--- src/rtl/clock_divider.sv ---
// Synchronous clock divider: clk_out is a registered 50 %-duty square wave
// with a half-period of n clk cycles (f_out = f_clk / (2*n)).
module clock_divider #(
  parameter int unsigned n = 50_000_000
) (
  input  logic clk,
  input  logic reset,
  output logic clk_out
);

  localparam int unsigned W = (n > 1) ? $clog2(n) : 1;
  localparam logic [W-1:0] LP_TERM = W'(n - 1);

  if (n < 1) begin : g_bad_n
    $error("clock_divider: n must be at least 1");
  end

  logic [W-1:0] r_cnt;
  logic         r_clk_out;
  logic         w_terminal;

  // The counter never passes LP_TERM, so an equality compare is sufficient.
  assign w_terminal = (r_cnt == LP_TERM);

  always_ff @(posedge clk) begin
    if (reset) begin
      r_cnt     <= '0;
      r_clk_out <= 1'b0;
    end else if (w_terminal) begin
      r_cnt     <= '0;
      r_clk_out <= ~r_clk_out;
    end else begin
      r_cnt     <= r_cnt + W'(1);
    end
  end

  assign clk_out = r_clk_out;

endmodule

--- config.mk ---
export PLATFORM = sky130hd
export DESIGN_NAME = clock_divider
export DESIGN_NICKNAME = d
export VERILOG_FILES = /design/src/rtl/clock_divider.sv
export SDC_FILE = /design/constraint.sdc
export NUM_CORES = 1
export LEC_CHECK = 0
export ABC_AREA = 1
export CORE_UTILIZATION = 30
export CTS_CLUSTER_DIAMETER = 120
export DETAILED_ROUTE_END_ITERATION = 8
export PLACE_DENSITY = 0.54
export SKIP_CTS_REPAIR_TIMING = 1
export SYNTH_ARGS = -nofsm -noshare
export SYNTH_HDL_FRONTEND = slang
export SYNTH_SLANG_ARGS = --single-unit
--- constraint.sdc ---
create_clock -name clk -period 3.2 [get_ports clk]
set_input_delay 0.96 -clock clk [delete_from_list [all_inputs] [get_ports clk]]
set_output_delay 0.96 -clock clk [all_outputs]
set_load 0.005 [all_outputs]
==> flow_metrics.py <==
metrics = {
    "synthesis": {
        "synth.mux.area_fraction": 0,
        "synthAdderAreaFrac": 0.00828,
        "synth.top_cell.area_share": 0.358,
        "yosysSeqAreaShare": 0.358,
        "yosys-top-cells-area": "dfxtp_1, nand2_1, nor2_1",
        "synthCells": 236,
        "synth_xor_area_frac": 0.0695,
        "synth_top_family_by_area": "simple AND/OR/NAND/NOR gates",
        "syn_avg_cell_area_um2": 6.40,
        "syn_nets": 239,
        "ys_seq_elements": 27,
        "synth_area_um2": 1510,
        "yosys.area.top_type": "dfxtp_1",
        "ys_warn_count": 0,
        "synthDistinctLibCells": 17,
        "synthSimpleGateAreaFrac": 0.446,
        "synth_compound_area_frac": 0.0364,
    },
    "cts": {
        "clock_sinks": 27,
        "htree_num_levels": 1,
        "clockBufferDepth": 2,
        "cts_root_buffer": "clkbuf_8",
        "cts_made_buffers": 3,
        "clock_latency_ns": 0.27,
        "clkSlewWorstSetupHoldPaths_ns": 0.09,
        "cts_tree": "done",
    },
    "critical_path": {
        "critPathTopFamily": "buffers and inverters",
        "path_buf_inv": 1,
        "cp-start-kind": "flop",
        "cp_slowest_cell": "clkdlybuf4s50_1",
        "cpPeakStageDelay_ns": 0.51,
        "r2r_cells": 6,
        "worstPathCellList": "clkdlybuf4s50_1",
        "crit_path_end": "clk_out",
        "reg2reg_to": "r_cnt[18]",
        "required_ns": 2.24,
        "crit_start": "clk_out",
        "cp.depth": 1,
        "cp_max_fo": 3,
        "cp.arrival_ns": 1.14,
        "r2r_setup_slack_ns": 1.55,
        "r2r-start": "r_cnt[0]",
        "worstSetupPathType": "reg -> out",
        "worst_setup_path_end_kind": "primary output",
    },
    "grt": {
        "track_usage": 0.135,
        "grt_max_degree": 24,
        "grt_overflow": 0,
        "busiest_layer": "met2",
        "use_met3": 0.0207,
        "grt_pass1_vias": 1183,
        "grt_util_met2": 0.210,
        "grt_pass1_wl_mm": 5.35,
        "grt_use_met1": 0.180,
        "antenna_found_initial": 0,
    },
    "power": {
        "p_clk_frac": 0.352,
        "internal_power_uw": 434,
        "leakage_uw": 0.000523,
        "p_switching_uw": 118,
        "seqPwrFrac": 0.620,
        "powerDensity_nw_per_um2": 338,
        "comb_power_share": 0.028,
        "swShare": 0.214,
        "peakVddDrop_uv": 147,
    },
    "finish": {
        "num_antenna_cells": 0,
        "drive_above_1_share": 0.0792,
        "final_cell_area_um2": 1630,
        "num-nets-final": 244,
        "area_growth_pct": 7.86,
        "fill_cells": 520,
    },
    "min_path": {
        "hp-class": "reg -> reg",
    },
    "place": {
        "io_buffers": 2,
        "globalplace.congestion": 0.818,
        "hpwl_mm": 2.49,
        "placed_area_um2": 1590,
    },
    "sta": {
        "finalCriticalPeriod_ns": 2.10,
        "max-slew-margin-rel": 0.809,
        "drv_slew": 0,
        "rsz0062_at_grt": "false",
        "clock_skew_ns": 0.00431,
        "worstMarginPinSlew_ns": 0.286,
        "final-setup-viol-count": 0,
        "fmax_ghz": 0.477,
        "hold_viol_final": 0,
        "fin_setup_tns_ns": 0,
        "post-route-period-util": 0.655,
    },
    "drt": {
        "wirelength_mm": 3.17,
        "vias": 1281,
        "wire_per_inst_um": 10.3,
        "drt.antenna.violating_nets": 0,
        "vias_per_cell": 4.17,
        "drt_first_pass_iters": 4,
        "drc": 0,
        "drtIter0Drc": 47,
    },
    "die": {
        "io_pins": 3,
        "die_y_um": 73.0,
        "die_w_um": 73.0,
        "row_count": 25,
        "core-area_um2": 4790,
        "start_util": 0.316,
        "die-area_um2": 5330,
    },
    "run_status": {
        "status": "completed",
    },
    "run": {
        "drv_cap": 0,
    },
}
==> layer usage <==
layer | wire length [um] | share of wire
met3 | 62 | 0.020
met1 | 1700 | 0.54
met5 | 0 | 0
met2 | 1320 | 0.42
met4 | 89 | 0.028
==> synth_stat cells (all sizes together) <==
cell,count
ha,1
o21bai,1
nand3,18
a21oi,8
nand2,72
and2,1
buf,2
dfxtp,27
xor2,4
inv,25
nor2,69
xnor2,8
==> worst min-delay path by stage <==
stage	start	depth (start not counted)	slack [ns]	end
global route	r_cnt[0]	1	0.51	r_cnt[0]
floorplan	r_cnt[0]	1	0.43	r_cnt[0]
detailed placement	r_cnt[0]	1	0.46	r_cnt[0]
CTS	r_cnt[0]	1	0.48	r_cnt[0]
finish	r_cnt[0]	1	0.48	r_cnt[0]
global placement	r_cnt[0]	1	0.45	r_cnt[0]
==> kinds of logic after synthesis <==
logic type	after synthesis
flops	27
simple gates	160
buf+inv	27
compound gates	9
xor+xnor	12
fa+ha+maj	1
==> cell type report <==
class | count | area [um2] | area share
repair buffers | 2 | 20.0 | 0.0123
inverters | 25 | 93.8 | 0.0576
flip-flops and latches | 27 | 541 | 0.332
clock buffers | 4 | 45.0 | 0.0276
well taps | 67 | 83.8 | 0.0514
multi-input cells | 182 | 847 | 0.520
==> cells in the final DEF (no fill, tap or decap) <==
cell	n
nand2_1	67
nor2_1	61
dfxtp_1	27
inv_1	25
nand3_1	18
xnor2_1	8
nor2_2	6
a21oi_1	6
nand2_2	4
xor2_1	4
clkbuf_8	3
nor2_4	2
a21oi_2	2
clkdlybuf4s50_1	2
nand2_4	1
and2_2	1
o21bai_1	1
ha_1	1
clkbuf_1	1
==> state kept, by name, indices dropped and copies added (netlist names) <==
| register | cells |
|---|---|
| r_cnt | 26 |
| clk_out | 1 |
==> power groups by stage <==
| stage | combinational [uW] | sequential, uW | clock (uW) |
|---|---|---|---|
| floorplan | 15.9 | 349 | 0 |
| global placement | 15.7 | 350 | 0 |
| CTS | 15.9 | 342 | 200 |
| finish | 15.7 | 342 | 194 |
| global route | 18.7 | 343 | 214 |
| detailed placement | 15.9 | 350 | 0 |
==> per-stage QoR <==
stage                     utilization  setup slack, ns  std cells  hold WS (ns)  total power (uW)
after floorplan                     -             1.74        236         0.430               365
after CTS                       0.341             1.09        307         0.479               558
after detailed placement        0.331             1.21        303         0.457               366
final                           0.341             1.10        307         0.475               552
after global placement          0.331             1.24        303         0.450               365
after global routing            0.341             1.06        307         0.511               575
No activity file was read; power rests on OpenSTA's default activity.
